[config.mk]
export PLATFORM = sky130hd
export DESIGN_NAME = scroll_ctrl
export DESIGN_NICKNAME = d
export VERILOG_FILES = /design/src/rtl/scroll_ctrl.sv
export SDC_FILE = /design/constraint.sdc
export NUM_CORES = 1
export LEC_CHECK = 0
export ABC_AREA = 1
export BUFFER_PORTS_ARGS = -buffer_cell sky130_fd_sc_hd__buf_2
export CELL_PAD_IN_SITES_DETAIL_PLACEMENT = 1
export CELL_PAD_IN_SITES_GLOBAL_PLACEMENT = 2
export CORE_ASPECT_RATIO = 2
export CORE_UTILIZATION = 32
export DETAILED_ROUTE_END_ITERATION = 12
export PLACE_DENSITY = 0.83
export SETUP_SLACK_MARGIN = 0.5
export SLEW_MARGIN = 20
export SYNTH_ARGS = -nofsm -noshare
export SYNTH_HDL_FRONTEND = slang
export SYNTH_SLANG_ARGS = --single-unit
[constraint.sdc]
create_clock -name clk -period 2.4 [get_ports clk]
set_input_delay 0.48 -clock clk [delete_from_list [all_inputs] [get_ports clk]]
set_output_delay 0.48 -clock clk [all_outputs]
set_load 0.01 [all_outputs]
[src/rtl/scroll_ctrl.sv]
// Scrolling-message sequencer: fetches message columns, strobes them into a column
// shifter, requests a frame update per shift and paces shifts by a programmable period.
module scroll_ctrl #(
    parameter int PERIOD_W = 16
) (
    input  logic                clk,
    input  logic                rst_n,
    input  logic                start,
    input  logic                stop,
    input  logic                dir,
    input  logic [7:0]          msg_len,
    input  logic [PERIOD_W-1:0] period,
    input  logic                loop,
    output logic                col_req,
    output logic [7:0]          col_addr,
    input  logic                col_vld,
    input  logic [7:0]          col_data,
    output logic                sh_en,
    output logic                sh_dir,
    output logic [7:0]          sh_d,
    output logic                upd_req,
    input  logic                upd_ack,
    output logic                busy,
    output logic                done
);

    typedef enum logic [2:0] {IDLE, FETCH, SHIFT, UPDATE, WAIT} state_t;

    state_t              state;
    logic [7:0]          len_q;
    logic [7:0]          idx;
    logic [PERIOD_W-1:0] period_q;
    logic [PERIOD_W-1:0] timer;
    logic                loop_q;
    logic                tail;
    logic [2:0]          tail_cnt;

    // A period of 0 is treated as 1, so WAIT always lasts at least one cycle.
    function automatic logic [PERIOD_W-1:0] wait_load(input logic [PERIOD_W-1:0] p);
        return (p == '0) ? '0 : p - 1'b1;
    endfunction

    always_ff @(posedge clk) begin
        if (!rst_n) begin
            state    <= IDLE;
            len_q    <= '0;
            idx      <= '0;
            period_q <= '0;
            timer    <= '0;
            loop_q   <= 1'b0;
            tail     <= 1'b0;
            tail_cnt <= '0;
            col_req  <= 1'b0;
            col_addr <= '0;
            sh_en    <= 1'b0;
            sh_dir   <= 1'b0;
            sh_d     <= '0;
            upd_req  <= 1'b0;
            busy     <= 1'b0;
            done     <= 1'b0;
        end else begin
            sh_en <= 1'b0;
            done  <= 1'b0;
            if (stop && state != IDLE) begin
                state    <= IDLE;
                col_req  <= 1'b0;
                col_addr <= '0;
                upd_req  <= 1'b0;
                busy     <= 1'b0;
            end else begin
                case (state)
                    IDLE: begin
                        if (start && !stop) begin
                            if (msg_len == '0) begin
                                done <= 1'b1;
                            end else begin
                                len_q    <= msg_len;
                                period_q <= period;
                                loop_q   <= loop;
                                sh_dir   <= dir;
                                idx      <= '0;
                                tail     <= 1'b0;
                                tail_cnt <= '0;
                                col_req  <= 1'b1;
                                col_addr <= '0;
                                busy     <= 1'b1;
                                state    <= FETCH;
                            end
                        end
                    end
                    FETCH: begin
                        // Blank-tail columns need no fetch handshake.
                        if (tail) begin
                            sh_d  <= '0;
                            sh_en <= 1'b1;
                            state <= SHIFT;
                        end else if (col_vld) begin
                            sh_d     <= col_data;
                            col_req  <= 1'b0;
                            col_addr <= '0;
                            sh_en    <= 1'b1;
                            state    <= SHIFT;
                        end
                    end
                    SHIFT: begin
                        upd_req <= 1'b1;
                        state   <= UPDATE;
                    end
                    UPDATE: begin
                        if (upd_ack) begin
                            upd_req <= 1'b0;
                            timer   <= wait_load(period_q);
                            state   <= WAIT;
                        end
                    end
                    WAIT: begin
                        if (timer != '0) begin
                            timer <= timer - 1'b1;
                        end else if (!tail) begin
                            state <= FETCH;
                            if (idx == len_q - 8'd1) begin
                                tail     <= 1'b1;
                                tail_cnt <= '0;
                            end else begin
                                idx      <= idx + 8'd1;
                                col_req  <= 1'b1;
                                col_addr <= idx + 8'd1;
                            end
                        end else if (tail_cnt == 3'd7) begin
                            if (loop_q) begin
                                tail     <= 1'b0;
                                idx      <= '0;
                                col_req  <= 1'b1;
                                col_addr <= '0;
                                state    <= FETCH;
                            end else begin
                                busy  <= 1'b0;
                                done  <= 1'b1;
                                state <= IDLE;
                            end
                        end else begin
                            tail_cnt <= tail_cnt + 3'd1;
                            state    <= FETCH;
                        end
                    end
                    default: state <= IDLE;
                endcase
            end
        end
    end

endmodule
# ---- Yosys cells after proc, flatten, opt, wreduce, memory -nomap -nowiden
# Index checks and enable logic that the tools add are counted.
dict set report classes {
  magnitude_cmp 0
  shifts 0
  mul 0
  div 0
  mux 67
  eq_ne 22
  reduce_logical 25
  add_sub_neg 5
  n_bitwise 4
}
# op count
set op_table {}
lappend op_table {{two-way mux 8 bit} 11}
lappend op_table {{two-way mux 16 bit} 3}
lappend op_table {{two-way mux 3 bit} 14}
lappend op_table {{one-hot mux 16 bit (2 select lines)} 1}
lappend op_table {{subtractor 16 x 1 -> 16 bit (second input constant)} 2}
lappend op_table {{two-way mux 1 bit} 29}
lappend op_table {{one-hot mux 8 bit (3 select lines)} 1}
lappend op_table {{!= test 2 bit (second input constant)} 10}
lappend op_table {{!= test 3 bit (second input constant)} 6}
lappend op_table {{zero test 16 bit} 1}
lappend op_table {{one-hot mux 8 bit (2 select lines)} 1}
lappend op_table {{nonzero test 16 bit} 1}
lappend op_table {{one-hot mux 3 bit (5 select lines)} 1}
lappend op_table {{AND reduction 7 bit} 2}
lappend op_table {{AND reduction 5 bit} 2}
lappend op_table {{AND reduction 9 bit} 1}
lappend op_table {{adder 8 x 1 -> 8 bit (second input constant)} 1}
lappend op_table {{== test 8 bit} 1}
lappend op_table {{zero test 8 bit} 1}
lappend op_table {{one-hot mux 1 bit (2 select lines)} 4}
lappend op_table {{AND reduction 4 bit} 2}
lappend op_table {{AND reduction 8 bit} 1}
lappend op_table {{nonzero test 2 bit} 4}
lappend op_table {{subtractor 8 x 1 -> 8 bit (second input constant)} 1}
lappend op_table {{15 further kinds} 22}
dict set report word_totals {
  regBits 78
  n_memories 0
  ram_bits 0
  inputBits 40
  mem_bits_ro 0
  latchBits 0
}

# ---- Logic depth before layout (Yosys ltp)
# Gate-level depths: netlist (run 1).
dict set report logic_depth {
  ltp_word 6
  mapped_depth 16
  depth_no_buf 16
}

# ---- Worst setup path after synthesis (run 1)
# Ideal clock, no wire load.
dict set report synth_timing {
  path_kind {register to register}
  from {register len_q[0]}
  to {register idx[0]}
  t_arrival_ps 1757
  setup_slack_ps 579
  path_buffers 1
  stages_incl_launch_ff 13
  t_required_ps 2336
  setup_ps 64
  period_less_slack_ps 1821
  cell_sequence {dfxtp_1 inv_2 ha_1 xor2_1 nand2_1 nor2_2 nand3_2 nor2_4 nand4_4 buf_6 nand4_1 nand2_1 nor2_1}
}
dict set report synth_between {
  elab_chain_len 4
}
# element line_no
set synth_rtl {}
lappend synth_rtl {{from (decl)} 30} ;# logic [7:0] len_q;
lappend synth_rtl {{from (signal assigned)} 77} ;# len_q <= msg_len;
lappend synth_rtl {{subtractor 8 x 1 -> 8 bit} 121} ;# if (idx == len_q - 8'd1) begin
lappend synth_rtl {{== test 8 bit} 121}
lappend synth_rtl {{!= test 3 bit (no line)} --}
lappend synth_rtl {{AND reduction 8 bit (no line)} --}
lappend synth_rtl {{to (signal assigned)} 125} ;# idx <= idx + 8'd1;
lappend synth_rtl {{to (decl)} 31} ;# logic [7:0] idx;
# No other way between the ends.
# A chain may end at the register's enable or synchronous reset.

# ---- Final worst setup path (run 1)
dict set report layout_timing {
  from {register len_q[0]}
  to {register idx[1]}
}
# The elaborated chain is that of the path after synthesis.

==> reports/metrics.yaml, run 1 <==
status: "completed"
final.period_utilization_pct: 84.1
netlist_area_um2: 4460
fp.dieW_um: 85.5
synthTopCellsByArea: "dfxtp_1 35%, nand2_1 9.8%, inv_1 6.6%"
worst_slew_pin_slew_ns: 0.606
clockBufferDepth: 2
core_region_area_um2: 13500
yosys.area.top_type_share_pct: 35.0
place.gp.congestion: 0.801
initial_utilization_pct: 33.0
cp_max_fo: 10
hold_viol_final: 0
rows: 60
worstPathArrival_ns: 2.29
area_delta_synth_final_pct: 47.1
synth_nets: 706
drt_iter0_drc: 108
worst_hold_path_type: "in -> reg"
hpwl_um: 12000
skew_ns: 0.00671
postSynthCellCount: 660
grt_max_degree: 40
netlist_top_cells_count: "116 x nand2_1, 79 x inv_1, 78 x dfxtp_1"
tritoncts: "done"
endpoint_kind: "flop"
irDropWorstVdd_mv: 0.459
ios: 62
cts-buffers-inserted: 9
yosysTopAreaCell: "dfxtp_1"
synth_enable_flop_cells: 0
synthDistinctLibCells: 39
numPortBuffers: 61
fmax_mhz: 496
critical_path.startpoint_type: "flop"
cts_hold_buf: 0
root_buffer: "clkbuf_16"
setup_violations: 0
async_reset_ff_share_pct: 0
placed_cells: 870
max_cap_viol_count: 0
viasPerCell: 5.33
fin_crit_ns: 2.02
postRouteAntennaNets: 0
num_vias: 4994
antenna_found_initial: 1
setup.worst_path.class: "reg -> reg"
first_pass_iters: 4
yosysWarnings: 0
clock_latency_ns: 0.34
drcViolationCount: 0
seq_area_frac_synth_pct: 35.0
avgSynthCellArea_um2: 6.76
power_density_nw_per_um2: 768
crit_required_ns: 2.67
fp.dieH_um: 169
drive_gt1_share_pct: 37.1
htree_levels: 3
nets: 822
fin_util_pct: 48.6
synth-main-ff-cell: "dfxtp_1"
layout.cells.non_filler: 937
maxSlewViolCount: 0
p_leak_nw: 2.95
cts.sinks: 78
wl_per_cell_um: 18.3
clk_pin_slew_ns: 0.07
yosysMostFrequentCell: "nand2_1"
ys_ff_latch: 78
rsz0062_at_grt: "true"
die_area_um2: 14500
grt_usage_pct: 23.6
drt-total-wl_um: 17200
slew_headroom_pct: 59.6
globalRoute.totalOverflow: 0
grt_pass1_wl_um: 26000
grt_pass1_vias: 5294
metrics by stage:
step	hold WS (ns)	setup WS [ns]	total power, W	TNS (ns)	cell area [um2]
after floorplan	0.453	0.579	0.00243	0	4460
after global placement	0.443	0.0444	0.00278	0	4960
after detailed placement	0.445	-0.0134	0.00283	-0.0136	4960
after CTS	0.396	0.407	0.00479	0	5920
after global routing	0.400	0.243	0.00530	0	6560
final	0.402	0.382	0.00504	0	6570
flip-flops by register name, summed over array words and instances (netlist names):
name      cells
period_q     16
timer        16
col_addr      8
idx           8
len_q         8
sh_d          8
state         3
tail_cnt      3
busy          1
col_req       1
done          1
loop_q        1
sh_dir        1
sh_en         1
tail          1
upd_req       1
final cells by class:
cell class	count	area, um2
clock buffers	9	225
repair buffers	123	1090
inverters	100	398
flip-flops and latches	78	1570
diodes	1	2.50
clock inverters	7	145
multi-input cells	464	2940
well taps	155	194
fillers	1651	6950
layer usage:
layer | up-vias | global-route usage (%) | routed length (um) | share of wire (%)
met4 | 0 | 15.4 | 990 | 5.8
met3 | 52 | 3.27 | 400 | 2.3
li1 | 2396 | - | - | -
met1 | 2447 | 19.8 | 5690 | 33
met5 | - | 0 | 0 | 0
met2 | 99 | 48.6 | 10100 | 59
cells by family (layout without fill, tap and decap cells):
kind of cell	Yosys count	after routing	share of synthesized area (%)
xor+xnor	17	17	3.34
compound gates	129	129	15.3
other cells	0	1	0
flops	78	78	35.0
buf+inv	120	239	10.8
simple gates	310	312	33.9
fa+ha+maj	6	6	1.68
path summary, 6_finish.rpt:
path	endpoint	slack (ns)	from	cells past startpoint
hold reg to reg	col_req	0.46	col_req	2
setup / recovery	idx[1]	0.38	len_q[0]	13
setup reg to reg	idx[1]	0.38	len_q[0]	13
hold / removal	period_q[10]	0.40	period[10]	3
repair_timing:
action	in CTS	in global routing
pin swaps	40	46
resized for setup	57	135
buffers inserted	23	15
endpoints found under the setup margin	64	66
cloned	8	4
cells in the final DEF, fill, tap and decap left out, drive strengths merged, types with 6 or more instances in the layout:
master / count
clkbuf: 13
a21oi: 54
a211oi: 7
nand2: 121
nor3: 15
nor2: 88
nand4: 26
nand3: 59
inv: 99
ha: 6
buf: 119
dfxtp: 78
o21ai: 59
xor2: 13
power by group:
part           internal [W]  total (W)  switching (W)
combinational      0.000739    0.00176        0.00102
clock               0.00113    0.00172       0.000590
sequential          0.00143    0.00157       0.000140
critical path: stages, from the launching register on:
cell	delay, ns
dfxtp_2	0.36
inv_4	0.05
ha_4	0.27
xor2_2	0.15
nand2_1	0.08
nor2_2	0.13
nand3_2	0.09
nor2_4	0.15
nand4_4	0.13
buf_12	0.17
buf_16	0.13
nand4_1	0.09
nand2_1	0.07
nor2_1	0.09
Note: power is estimated with default switching activity, not from simulation.
==> run 2, diff against run 1 <==
==> constraint.sdc (replaced) <==
create_clock -name clk -period 2.05 [get_ports clk]
set_input_delay 0.41 -clock clk [delete_from_list [all_inputs] [get_ports clk]]
set_output_delay 0.41 -clock clk [all_outputs]
set_load 0.01 [all_outputs]
==> reports/metrics.yaml, run 2 (same netlist as run 1, synthesis figures left out) <==
postRouteAntennaNets: 0  # unchanged
worst_slack_ns: 0.0222  # -0.360 ns
crit_required_ns: 2.35  # -0.32 ns
cts.sinks: 78  # unchanged
p_leak_nw: 2.97  # +0.80%
whs_ns: 0.319  # -0.0833 ns
fin_crit_ns: 2.03  # +0.00996 ns
viasPerCell: 5.35  # +0.39%
power_density_nw_per_um2: 858  # +12%
critical_path.startpoint_type: "flop"
slew_headroom_pct: 73.0  # +13 points
worst_hold_path_type: "in -> reg"
wl_per_cell_um: 18.6  # +1.6%
area_delta_synth_final_pct: 48.3
reg_top3: "period_q (16), timer (16)"
setup.worst_path.class: "reg -> reg"
grt_max_degree: 40  # unchanged
timing.rr.start: "timer[1]"
worst_slew_pin_slew_ns: 0.401  # -0.205 ns
root_buffer: "clkbuf_16"
hold_start: "period[5]"
first_pass_iters: 4  # unchanged
fp.dieH_um: 169  # unchanged
skew_ns: 0.00785  # +0.00114 ns
fin_area_um2: 6620  # +0.82%
worstPathArrival_ns: 2.32  # +0.03 ns
numPortBuffers: 61  # unchanged
clockBufferDepth: 2  # unchanged
maxSlewViolCount: 0  # unchanged
status: "completed"
cp_max_fo: 8  # -2
final.period_utilization_pct: 98.9  # +15 points
die_area_um2: 14500  # unchanged
max_cap_viol_count: 0  # unchanged
initial_utilization_pct: 33.0  # unchanged
irDropWorstVdd_mv: 0.470  # +2.5%
hpwl_um: 11900  # -0.22%
place.gp.congestion: 0.869  # +8.5%
rows: 60  # unchanged
tritoncts: "done"
preCtsSetupSlack_ns: -0.244  # -0.231 ns
crit_start: "timer[1]"
globalRoute.totalOverflow: 0  # unchanged
endpoint_kind: "flop"
cts-buffers-inserted: 9  # unchanged
drcViolationCount: 0  # unchanged
fmax_mhz: 493  # -0.49%
grt_pass1_wl_um: 27200  # +4.7%
nets: 840  # +2.2%
num_vias: 5110  # +2.3%
grt_pass1_vias: 5518  # +4.2%
htree_levels: 3  # unchanged
ios: 62  # unchanged
drt_iter0_drc: 174  # +61%
drive_gt1_share_pct: 39.3  # +2.2 points
placed_cell_area_um2: 5090  # +2.6%
grt_usage_pct: 24.7  # +1.1 points
rsz0062_at_grt: "true"
setup_violations: 0  # unchanged
drt-total-wl_um: 17800  # +3.6%
core_region_area_um2: 13500  # unchanged
antenna_found_initial: 1  # unchanged
final_common_cell: "nand2_1"
clock_latency_ns: 0.35  # about the same
clk_pin_slew_ns: 0.07  # about the same
most-common-layout-cells: "98 x nand2_1, 71 x inv_1, 70 x dfxtp_1"
r2r_setup_slack_ns: 0.02  # -0.36 ns
hold_viol_final: 0  # unchanged
fp.dieW_um: 85.5  # unchanged
finalPower_w: 0.00568  # +13%
[run 2: cell type report]
| type | count | area, um2 |
|---|---|---|
| Clock buffer | 9 | 225 |
| Antenna cell | 1 | 2.50 |
| Timing Repair inverter | 1 | 6.26 |
| Fill cell | 1679 | 6890 |
| Timing Repair Buffer | 139 | 1170 |
| Inverter | 100 | 395 |
| Multi-Input combinational cell | 465 | 2990 |
| Clock inverter | 7 | 63.8 |
| Sequential cell | 78 | 1570 |
| Tap cell | 155 | 194 |
[run 2: final timing paths]
check,end,depth (start not counted)
setup / recovery,timer[12],16
hold / removal,period_q[5],3
setup reg to reg,timer[12],16
hold reg to reg,col_req,2
[run 2: per-stage QoR]
stage / TNS, ns / util [%] / cells
6_report: 0 / 49.0 / 955
3_3_place_gp: -2.28 / 37.7 / 879
3_5_place_dp: -2.57 / 37.7 / 879
2_1_floorplan: 0 / - / 660
5_1_grt: -1.03 / 49.0 / 955
4_1_cts: 0 / 46.0 / 940
[run 2: critical path, stage by stage (launching register included)]
cell,delay (ns)
dfxtp_2,0.35
inv_2,0.05
ha_4,0.16
inv_4,0.06
nor2_4,0.04
nand2_2,0.09
nor2_4,0.04
nand2_2,0.08
nand2_4,0.08
buf_6,0.13
buf_6,0.11
nand2_4,0.05
nand3_4,0.21
buf_6,0.22
a21oi_2,0.14
o21ai_1,0.11
inv_1,0.05
[run 2: timing repair]
action                                  in CTS  in global routing
hold endpoints to repair                     0                  0
setup buffers                               35                 14
endpoints found under the setup margin      67                 76
pin swaps                                   46                 48
resized for setup                          112                 72
cloned                                      10                  0
hold buffers                                 0                  0
[run 2: report_power, final]
part	total [W]	switching, W	internal (W)
Combinational	0.00224	0.00128	0.000966
Clock	0.00160	0.000745	0.000852
Sequential	0.00184	0.000161	0.00168
Total	0.00568	0.00218	0.00349
[run 2: metal layers]
layer / vias to the layer above / GRT usage, % / routed length, um
met5: - / 0 / 0
met3: 80 / 3.56 / 409
met2: 128 / 50.1 / 10500
met1: 2465 / 20.4 / 5540
met4: 0 / 18.3 / 1350
li1: 2437 / - / -
